### config.mk
export PLATFORM = sky130hd
export DESIGN_NAME = fetch_unit_flat
export DESIGN_NICKNAME = d
export VERILOG_FILES = /design/src/rtl/fetch_unit_pkg.sv /design/src/rtl/fetch_unit_if.sv /design/src/rtl/fetch_buffer.sv /design/src/rtl/fetch_unit.sv /design/src/flat_wrapper.sv
export SDC_FILE = /design/constraint.sdc
export NUM_CORES = 1
export LEC_CHECK = 0
export ABC_AREA = 1
export CAP_MARGIN = 5
export CORE_ASPECT_RATIO = 1.1
export CORE_MARGIN = 2
export CORE_UTILIZATION = 40
export CTS_CLUSTER_SIZE = 10
export DETAILED_ROUTE_END_ITERATION = 10
export DONT_BUFFER_PORTS = 1
export SLEW_MARGIN = 15
export SYNTH_ARGS = -nofsm -noshare
export SYNTH_HDL_FRONTEND = slang
export SYNTH_SLANG_ARGS = --single-unit
### constraint.sdc
create_clock -name clk -period 4.3 [get_ports clk]
set_input_delay 0.86 -clock clk [delete_from_list [all_inputs] [get_ports clk]]
set_output_delay 0.86 -clock clk [all_outputs]
set_load 0.01 [all_outputs]
### src/rtl/fetch_unit_pkg.sv
// Shared constants and types for the instruction fetch unit.
package fetch_unit_pkg;

   localparam logic [31:0] NopInstr           = 32'h0000_0013;
   localparam logic [31:0] DefaultResetVector = 32'h0000_0000;
   localparam int unsigned FifoDepth          = 2;
   localparam int unsigned FifoCntW           = $clog2(FifoDepth + 1);

   typedef struct packed {
      logic [31:0] pc;
      logic [31:0] instr;
   } fetch_entry_t;

   function automatic logic [31:0] word_align(input logic [31:0] addr);
      return {addr[31:2], 2'b00};
   endfunction

endpackage

### src/rtl/fetch_unit_if.sv
// Instruction memory request/response bus between the fetch unit and memory.
interface fetch_unit_if;

   logic        imem_req;
   logic [31:0] imem_addr;
   logic        imem_gnt;
   logic        imem_rvalid;
   logic [31:0] imem_rdata;

   modport master (
      output imem_req,
      output imem_addr,
      input  imem_gnt,
      input  imem_rvalid,
      input  imem_rdata
   );

   modport slave (
      input  imem_req,
      input  imem_addr,
      output imem_gnt,
      output imem_rvalid,
      output imem_rdata
   );

endinterface

### src/rtl/fetch_buffer.sv
// Small FIFO of {pc, instruction} entries holding responses while decode is stalled.
module fetch_buffer
   import fetch_unit_pkg::*;
#(
   parameter int unsigned Depth = FifoDepth
) (
   input  logic                       clk,
   input  logic                       rst,
   input  logic                       push,
   input  fetch_entry_t               wdata,
   input  logic                       pop,
   output fetch_entry_t               rdata,
   input  logic                       clear,
   output logic                       full,
   output logic                       empty,
   output logic [$clog2(Depth+1)-1:0] count
);

   localparam int unsigned PtrW = (Depth > 1) ? $clog2(Depth) : 1;
   localparam int unsigned CntW = $clog2(Depth + 1);

   fetch_entry_t    mem_q [Depth];
   fetch_entry_t    mem_d [Depth];
   logic [PtrW-1:0] wr_ptr_q, wr_ptr_d;
   logic [PtrW-1:0] rd_ptr_q, rd_ptr_d;
   logic [CntW-1:0] count_q, count_d;
   logic            do_push, do_pop;

   function automatic logic [PtrW-1:0] ptr_inc(input logic [PtrW-1:0] ptr);
      return (ptr == PtrW'(Depth - 1)) ? '0 : ptr + 1'b1;
   endfunction

   assign full    = (count_q == CntW'(Depth));
   assign empty   = (count_q == '0);
   assign count   = count_q;
   assign rdata   = mem_q[rd_ptr_q];
   assign do_pop  = pop && !empty;
   assign do_push = push && (!full || do_pop);

   always_comb begin
      mem_d    = mem_q;
      wr_ptr_d = wr_ptr_q;
      rd_ptr_d = rd_ptr_q;
      count_d  = count_q;
      if (clear) begin
         wr_ptr_d = '0;
         rd_ptr_d = '0;
         count_d  = '0;
      end else begin
         if (do_push) begin
            mem_d[wr_ptr_q] = wdata;
            wr_ptr_d        = ptr_inc(wr_ptr_q);
         end
         if (do_pop) begin
            rd_ptr_d = ptr_inc(rd_ptr_q);
         end
         if (do_push && !do_pop) begin
            count_d = count_q + 1'b1;
         end else if (do_pop && !do_push) begin
            count_d = count_q - 1'b1;
         end
      end
   end

   always_ff @(posedge clk) begin
      mem_q <= mem_d;
   end

   always_ff @(posedge clk) begin
      if (rst) begin
         wr_ptr_q <= '0;
         rd_ptr_q <= '0;
         count_q  <= '0;
      end else begin
         wr_ptr_q <= wr_ptr_d;
         rd_ptr_q <= rd_ptr_d;
         count_q  <= count_d;
      end
   end

endmodule

### src/rtl/fetch_unit.sv
// Instruction fetch unit: issues word fetches, buffers in-order responses and
// presents one registered instruction per cycle to decode, with redirect flush.
module fetch_unit
   import fetch_unit_pkg::*;
#(
   parameter logic [31:0] RESET_VECTOR = DefaultResetVector
) (
   input  logic         clk,
   input  logic         rst,
   input  logic         stall,
   input  logic         redirect,
   input  logic [31:0]  redirect_pc,
   fetch_unit_if.master imem,
   output logic [31:0]  instruction,
   output logic [31:0]  pc,
   output logic         inst_valid
);

   logic [31:0]         fetch_pc_q, fetch_pc_d;
   logic [31:0]         resp_pc_q, resp_pc_d;
   logic [31:0]         instr_q, instr_d;
   logic [31:0]         pc_q, pc_d;
   logic                valid_q, valid_d;
   logic [1:0]          outstanding_q, outstanding_d;
   logic [1:0]          discard_q, discard_d;

   logic                buf_push, buf_pop, buf_clear;
   logic                buf_full, buf_empty;
   logic [FifoCntW-1:0] buf_count;
   fetch_entry_t        buf_wdata, buf_rdata;

   logic [2:0]          in_flight;
   logic                req, grant, live, drop;

   fetch_buffer #(
      .Depth (FifoDepth)
   ) u_buffer (
      .clk   (clk),
      .rst   (rst),
      .push  (buf_push),
      .wdata (buf_wdata),
      .pop   (buf_pop),
      .rdata (buf_rdata),
      .clear (buf_clear),
      .full  (buf_full),
      .empty (buf_empty),
      .count (buf_count)
   );

   // Discarded requests still occupy a response slot, so they count toward the limit.
   assign in_flight = 3'(outstanding_q) + 3'(discard_q) + 3'(buf_count);
   assign req       = !rst && !buf_full && (in_flight < 3'(FifoDepth));
   assign grant     = req && imem.imem_gnt;
   assign drop      = imem.imem_rvalid && (discard_q != 2'd0);
   assign live      = imem.imem_rvalid && (discard_q == 2'd0);

   assign imem.imem_req  = req;
   assign imem.imem_addr = fetch_pc_q;

   always_comb begin
      fetch_pc_d      = fetch_pc_q;
      resp_pc_d       = resp_pc_q;
      outstanding_d   = outstanding_q;
      discard_d       = discard_q;
      instr_d         = instr_q;
      pc_d            = pc_q;
      valid_d         = valid_q;
      buf_push        = 1'b0;
      buf_pop         = 1'b0;
      buf_clear       = 1'b0;
      buf_wdata.pc    = resp_pc_q;
      buf_wdata.instr = imem.imem_rdata;

      if (redirect) begin
         fetch_pc_d    = word_align(redirect_pc);
         resp_pc_d     = word_align(redirect_pc);
         outstanding_d = 2'd0;
         discard_d     = 2'(3'(discard_q) + 3'(outstanding_q) + 3'(grant)
                            - 3'(imem.imem_rvalid));
         buf_clear     = 1'b1;
         instr_d       = NopInstr;
         valid_d       = 1'b0;
      end else begin
         if (grant) begin
            fetch_pc_d = fetch_pc_q + 32'd4;
         end
         if (drop) begin
            discard_d = discard_q - 2'd1;
         end
         outstanding_d = outstanding_q + 2'(grant) - 2'(live);
         // Live responses come back in order from a contiguous run of fetch PCs,
         // so a running counter reproduces the PC each request was granted with.
         if (live) begin
            resp_pc_d = resp_pc_q + 32'd4;
         end
         if (stall) begin
            buf_push = live;
         end else if (!buf_empty) begin
            buf_pop  = 1'b1;
            buf_push = live;
            instr_d  = buf_rdata.instr;
            pc_d     = buf_rdata.pc;
            valid_d  = 1'b1;
         end else if (live) begin
            instr_d = imem.imem_rdata;
            pc_d    = resp_pc_q;
            valid_d = 1'b1;
         end else begin
            instr_d = NopInstr;
            valid_d = 1'b0;
         end
      end
   end

   always_ff @(posedge clk) begin
      if (rst) begin
         fetch_pc_q    <= RESET_VECTOR;
         resp_pc_q     <= RESET_VECTOR;
         outstanding_q <= 2'd0;
         discard_q     <= 2'd0;
         instr_q       <= NopInstr;
         pc_q          <= RESET_VECTOR;
         valid_q       <= 1'b0;
      end else begin
         fetch_pc_q    <= fetch_pc_d;
         resp_pc_q     <= resp_pc_d;
         outstanding_q <= outstanding_d;
         discard_q     <= discard_d;
         instr_q       <= instr_d;
         pc_q          <= pc_d;
         valid_q       <= valid_d;
      end
   end

   assign instruction = instr_q;
   assign pc          = pc_q;
   assign inst_valid  = valid_q;

endmodule
### src/flat_wrapper.sv
// flat-port wrapper written by rule: the top's interface ports become plain ports
module fetch_unit_flat import fetch_unit_pkg::*;
#(
   parameter logic [31:0] RESET_VECTOR = DefaultResetVector
)
  (clk, rst, stall, redirect, redirect_pc, instruction, pc, inst_valid, imem_imem_req, imem_imem_addr, imem_imem_gnt, imem_imem_rvalid, imem_imem_rdata);
  fetch_unit_if imem_i ();
  input  logic clk;
  input  logic rst;
  input  logic stall;
  input  logic redirect;
  input  logic [31:0] redirect_pc;
  output logic [31:0] instruction;
  output logic [31:0] pc;
  output logic inst_valid;
  output wire logic [$bits(imem_i.imem_req)-1:0] imem_imem_req;
  output wire logic [$bits(imem_i.imem_addr)-1:0] imem_imem_addr;
  input wire logic [$bits(imem_i.imem_gnt)-1:0] imem_imem_gnt;
  input wire logic [$bits(imem_i.imem_rvalid)-1:0] imem_imem_rvalid;
  input wire logic [$bits(imem_i.imem_rdata)-1:0] imem_imem_rdata;
  assign imem_imem_req = imem_i.imem_req;
  assign imem_imem_addr = imem_i.imem_addr;
  assign imem_i.imem_gnt = imem_imem_gnt;
  assign imem_i.imem_rvalid = imem_imem_rvalid;
  assign imem_i.imem_rdata = imem_imem_rdata;
  fetch_unit #(.RESET_VECTOR(RESET_VECTOR)) u_core (.clk(clk), .rst(rst), .stall(stall), .redirect(redirect), .redirect_pc(redirect_pc), .imem(imem_i), .instruction(instruction), .pc(pc), .inst_valid(inst_valid));
endmodule
# ---- Word level (Yosys, flattened, before mapping)
# Index checks and enable logic that the tools add are counted.
dict set report word_totals {
  reg_bits 265
  input_bits 70
  out_inout_bits 98
  word_cells 96
}
dict set report classes {
  addsub 13
  magnitude_cmp 4
  eq_ne 2
  muxes 29
  bitwise_logic 5
  reduce_logical 27
}
# op count
set ops {}
lappend ops {{two-way mux 32 bit} 8}
lappend ops {{two-way mux 64 bit} 4}
lappend ops {{bitwise mux 128 bit} 1}
lappend ops {{adder 32 x 3 -> 32 bit, second input constant} 2}
lappend ops {{demux 64 bit (select 1 bit)} 1}
lappend ops {{two-way mux 1 bit} 11}
lappend ops {{logical AND 1 bit} 10}
lappend ops {{nonzero test 2 bit} 5}
lappend ops {{two-way mux 2 bit} 4}
lappend ops {{logical NOT 1 bit} 5}
lappend ops {{adder 2 x 1 -> 2 bit} 2}
lappend ops {{>= comparator 2 bit, second input constant} 2}
lappend ops {{logical NOT 2 bit} 2}
lappend ops {{NOT 1 -> 2 bit} 2}
lappend ops {{OR reduction 2 bit} 2}
lappend ops {{subtractor 2 x 1 -> 2 bit} 2}
lappend ops {{subtractor 2 x 1 -> 2 bit, second input constant} 2}
lappend ops {{adder 2 x 2 -> 3 bit} 1}
lappend ops {{adder 3 x 2 -> 3 bit} 1}
lappend ops {{less-than comparator 3 x 2 -> 1 bit, second input constant} 1}
lappend ops {{NOT 1 bit} 3}
lappend ops {{AND reduction 3 bit} 1}
lappend ops {{adder 1 bit, second input constant} 2}
lappend ops {{adder 2 x 1 -> 2 bit, second input constant} 1}
lappend ops {{5 further kinds} 5}

# ---- Longest topological paths before layout
dict set report depth {
  ltp_word 11
  depth_mapped 16
  mapped_depth_nobuf 15
}

# ---- Hierarchy
# A second synthesis with hierarchy kept.
dict set report hier_totals {
  hier_cells 1468
  hier_area_um2 12065.3
}
# mod instances cells_each area_each_um2 seq_area_each_um2
set modules_own_cells {}
lappend modules_own_cells {fetch_unit 1 1097 7119.3 2582.5}
lappend modules_own_cells {fetch_buffer 1 371 4946.0 3923.8}

# ---- Worst setup path before layout
# No wires, ideal clock.
dict set report synth_path {
  path_type {input to register}
  from {input port redirect}
  to {register u_core.u_buffer.mem_q[0] in the netlist's numbering, enable pin}
  setup_ns 0.484
  arrival_time_ns 3.922
  t_required_ns 3.816
  setup_slack_ns -0.106
  stages 4
  n_path_buf 1
  cell_sequence {buf_2 -> nor2_1 -> o211ai_1 -> nor2_1}
}
dict set report synth_via {
  elab_chain_cells 5
  elab_cells_between_ends 8
  cone_classes {3 x mux; 1 x bitwise; 4 x reduce/logical}
}
# item line
set synth_rtl {}
lappend synth_rtl {{start: declaration} flat_wrapper.sv:11} ;# input logic redirect;
lappend synth_rtl {{two-way mux 1 bit} fetch_unit.sv:74} ;# if (redirect) begin
lappend synth_rtl {{logical AND 1 bit} fetch_buffer.sv:37} ;# assign do_pop = pop && !empty;
lappend synth_rtl {{logical OR 1 bit} fetch_buffer.sv:38} ;# assign do_push = push && (!full || do_pop);
lappend synth_rtl {{logical AND 1 bit} fetch_buffer.sv:38}
lappend synth_rtl {{AND reduction 2 bit (no line) (*)} --}
lappend synth_rtl {{end signal: assignment} fetch_buffer.sv:66} ;# mem_q <= mem_d;
lappend synth_rtl {{end: declaration} fetch_buffer.sv:22} ;# fetch_entry_t mem_q [Depth];
# Mark *: on every way between the ends. The rest lies on a longest branch, timed or not.
# A chain may end at the register's enable or synchronous reset.

# ---- Worst setup path in the final report
dict set report layout_path {
  from {register u_core.discard_q[0]}
  to {output port imem_imem_req}
}
dict set report layout_via {
  elab_chain_cells 4
}
# item line
set layout_rtl {}
lappend layout_rtl {{start: declaration} fetch_unit.sv:25} ;# logic [1:0] discard_q, discard_d;
lappend layout_rtl {{start signal: assignment} fetch_unit.sv:128} ;# discard_q <= discard_d;
lappend layout_rtl {{adder 2 x 2 -> 3 bit} fetch_unit.sv:51} ;# assign in_flight = 3'(outstanding_q) + 3'(discard_q) + 3'(buf_count);
lappend layout_rtl {{adder 3 x 2 -> 3 bit} fetch_unit.sv:51}
lappend layout_rtl {{less-than comparator 3 x 2 -> 1 bit} fetch_unit.sv:52} ;# assign req = !rst && !buf_full && (in_flight < 3'(FifoDepth));
lappend layout_rtl {{logical AND 1 bit} fetch_unit.sv:52}
lappend layout_rtl {{end: declaration} flat_wrapper.sv:16} ;# output wire logic [$bits(imem_i.imem_req)-1:0] imem_imem_req;
# No other way between the ends.

==> impl_metrics.csv <==
group,metric,value,unit
run_status,status,"completed",
synthesis,syn_area,11900,sq um
synthesis,yosys.area.top_type,"edfxtp_1",
place,portBuffers,0,
power_and_ir_drop,vdd_drop_max,314,uV
synthesis,syn_area_per_cell,8.23,sq um
clock_network,cts_sinks,255,
power_and_ir_drop,switching_share,25.5,%
die,io_pins,168,
synthesis,synth_edf_count,124,
global_routing,grt_overflow,0,
place,post-place-ws,1.17,ns
timing,final-max-slew-violation-count,0,
worst_setup_path,critical_path_arrival,2.50,ns
timing,clock.fmax,298,MHz
job,drv_cap,0,
worst_setup_path,critPathKind,"flop to output port",
finish,layout-drive-gt1-share,6.09,%
timing,tightest_slew,1.06,ns
synthesis,synthTopCellsByCount,"401 x nand2_1, 169 x nor2_1, 136 x nand3_1",
worst_setup_path,cp_slowest_stage_delay,0.55,ns
timing,slew-limit-headroom,29.4,%
timing,rsz0062_at_grt,"no",
global_routing,grt_util_all_layers,20.7,%
worst_setup_path,endpoint,"imem_imem_req",
worst_setup_path,r2r_cells,12,
finish,regArea,6350,sq um
worst_setup_path,crit_fanout,3,
clock_network,cts_tree,"done",
global_routing,gr-usage-met1,26.1,%
clock_network,clk_path_buf_depth,3,
worst_setup_path,critPathLaunchType,"flop",
synthesis,syn-instance-count,1447,
global_routing,top_usage_layer,"met2",
timing,fin_crit_sh,78.1,%
finish,area_growth,9.77,%
synthesis,synth_cell_type_count,37,
worst_setup_path,r2r_start,"u_core.discard_q[0]",
place,dpl.cell_count,1765,
global_routing,grt_first_pass_wirelength,51000,um
timing,worst_slack,0.942,ns
clock_network,clock_latency,0.54,ns
finish,multi_input_area,4760,sq um
die,die_w,169,um
place,dpl-instance-area,12200,sq um
timing,setup_violations,0,
drt,dr_total_vias,9681,
synthesis,synth-seq-cells,255,
finish,fillers,2912,
drt,wl_per_cell,17.9,um
power_and_ir_drop,p_seq_share,49.9,%
global_routing,grt_pass1_vias,9174,
timing,layout_min_cycle_time,3.36,ns
die,core_area,29400,sq um
worst_setup_path,crit_start,"u_core.discard_q[0]",
power_and_ir_drop,total_leakage_power,4.87,nW
finish,fin_area,13100,sq um
worst_setup_path,required,3.44,ns
synthesis,ys_seq_area_share,53.3,%
timing,hold_ws,0.392,ns
finish,nets,1504,
drt,drt_iter0_markers,638,
finish,antenna_cells,0,
finish,final_core_util,44.5,%
place,dp_hpwl,21500,um
worst_setup_path,worstReg2RegEnd,"u_core.outstanding_q[1]",
worst_setup_path,path_cells,"ha_1, fa_1, fa_1, nor2_1, nand2_1, nor2_2",
global_routing,use_met3,5.58,%
global_routing,antenna_found_initial,0,
worst_setup_path,r2r_setup_slack,1.15,ns
finish,final_cells,1819,
clock_network,cts_setup_buffers,0,
drt,drcViolationCount,0,
clock_network,htreeDepth,1,
worst_setup_path,endpoint_kind,"output port",
global_routing,met2_usage,35.5,%
worst_setup_path,crit_top_cell,"fa_1",
die,rows,66,
worst_setup_path,cpMaxStageDelayCell,"fa_1",
timing,tns,0,ns
power_and_ir_drop,power.total,5.59,mW
power_and_ir_drop,p_int,4.16,mW
die,initial_core_util,40.5,%
power_and_ir_drop,power.density,427,nW/um^2
die,die_h,185,um
clock_network,cts-root-buf,"clkbuf_16",
die,fp.dieArea,31200,sq um
clock_network,cts-buffers-inserted,30,
timing,final.setup_skew,0.00867,ns
timing,finalHoldViolCount,0,
synthesis,synth_flop_cell,"dfxtp_1",
synthesis,synth_warnings,0,
clock_network,postCtsHoldBufs,0,
power_and_ir_drop,combPwrFrac,9.1,%
place,place.gp.congestion,0.856,
clock_network,clkSlewWorstSetupHoldPaths,0.05,ns
global_routing,grt_start_max_net_pins,89,
clock_network,post_cts_resized,0,
drt,ant_nets,0,
drt,dr.pass1.iters,5,
synthesis,synth_area_leaders,"edfxtp_1 31%, dfxtp_1 22%, nand2_1 13%",
drt,totalWireLength,32500,um
power_and_ir_drop,p_switching,1.42,mW
drt,viasPerCell,5.32,
synthesis,synth_most_common_cell,"nand2_1",
power_and_ir_drop,p_clk_share,41.0,%
synthesis,synth_top_cell_area_share,31.3,%
synthesis,synthArstFlopShare,0,%
worst_hold_path,hold_class,"input port to flop",
## cells by family after synthesis
family	share of synthesized area [%]
and+or+nand+nor	25.9
buffers and inverters	7.11
other	0.0315
xor gates and xnor gates	1.40
adders and majority gates	1.28
AOI/OAI and AO/OA	10.9
DFF	53.3
## worst min path at each step
stage               depth (start not counted)                 start                          to
finish                                      1                   rst         u_core.resp_pc_q[5]
global route                                1                   rst   u_core.imem.imem_addr[10]
CTS                                         0   imem_imem_rdata[11]   u_core.u_buffer.mem_q[75]
detailed placement                          2          u_core.pc[4]                u_core.pc[4]
global placement                            2         u_core.pc[16]               u_core.pc[16]
floorplan                                   0  u_core.resp_pc_q[31]  u_core.u_buffer.mem_q[127]
## final cells by class
class	instances	share of cell area [%]
well taps	374	3.58
flip-flops and latches	255	48.6
clock inverters	2	0.105
multi-input cells	986	36.4
inverters	135	3.89
repair buffers	15	0.862
clock buffers	52	6.61
## routing by layer
metal	vias to the layer above	share of wire [%]
li1	4771	-
met1	4573	43
met2	285	48
met3	52	7.6
met4	0	2.1
met5	-	0
## worst max-delay path, delay by kind of cell (launching register included)
kind	cells	cell delay [ns]
fa+ha+maj	3	1.20
flops	1	0.33
simple gates	3	0.42
## power groups by stage
stage	registers (mW)	clock network, mW	logic [mW]
detailed placement	2.84	0	0.510
CTS	2.79	2.35	0.512
global placement	2.84	0	0.497
global route	2.80	2.46	0.580
floorplan	2.80	0	0.412
finish	2.79	2.29	0.507
## registers in the layout, indices dropped and copies added, names as in the netlist
name / count
u_core.outstanding_q: 2
u_core.discard_q: 2
u_core.imem.imem_addr: 30
u_core.pc: 30
u_core.u_buffer.count: 2
u_core.inst_valid: 1
u_core.instruction: 32
u_core.resp_pc_q: 30
u_core.u_buffer.rd_ptr_q: 1
u_core.u_buffer.wr_ptr_q: 1
u_core.u_buffer.mem_q: 124
## placed cells by master, fill, tap and decap left out, types with 9 or more instances in the layout
cell       netlist  routed
a21oi_1         87      86
a31oi_1          9       9
nand2_1        401     401
clkbuf_1        42      20
edfxtp_1       124     124
ha_1             9       9
buf_4            6      15
o21ai_0         45      45
xor2_1          17      17
nor2_4           6       9
nor2_1         169     164
o311ai_0        20      20
nand3_1        136     136
clkbuf_16        0      31
inv_1          129     129
dfxtp_1        131     130
nor2_2           8      10
o2111ai_1       33      33
No activity file was read; power rests on OpenSTA's default activity.
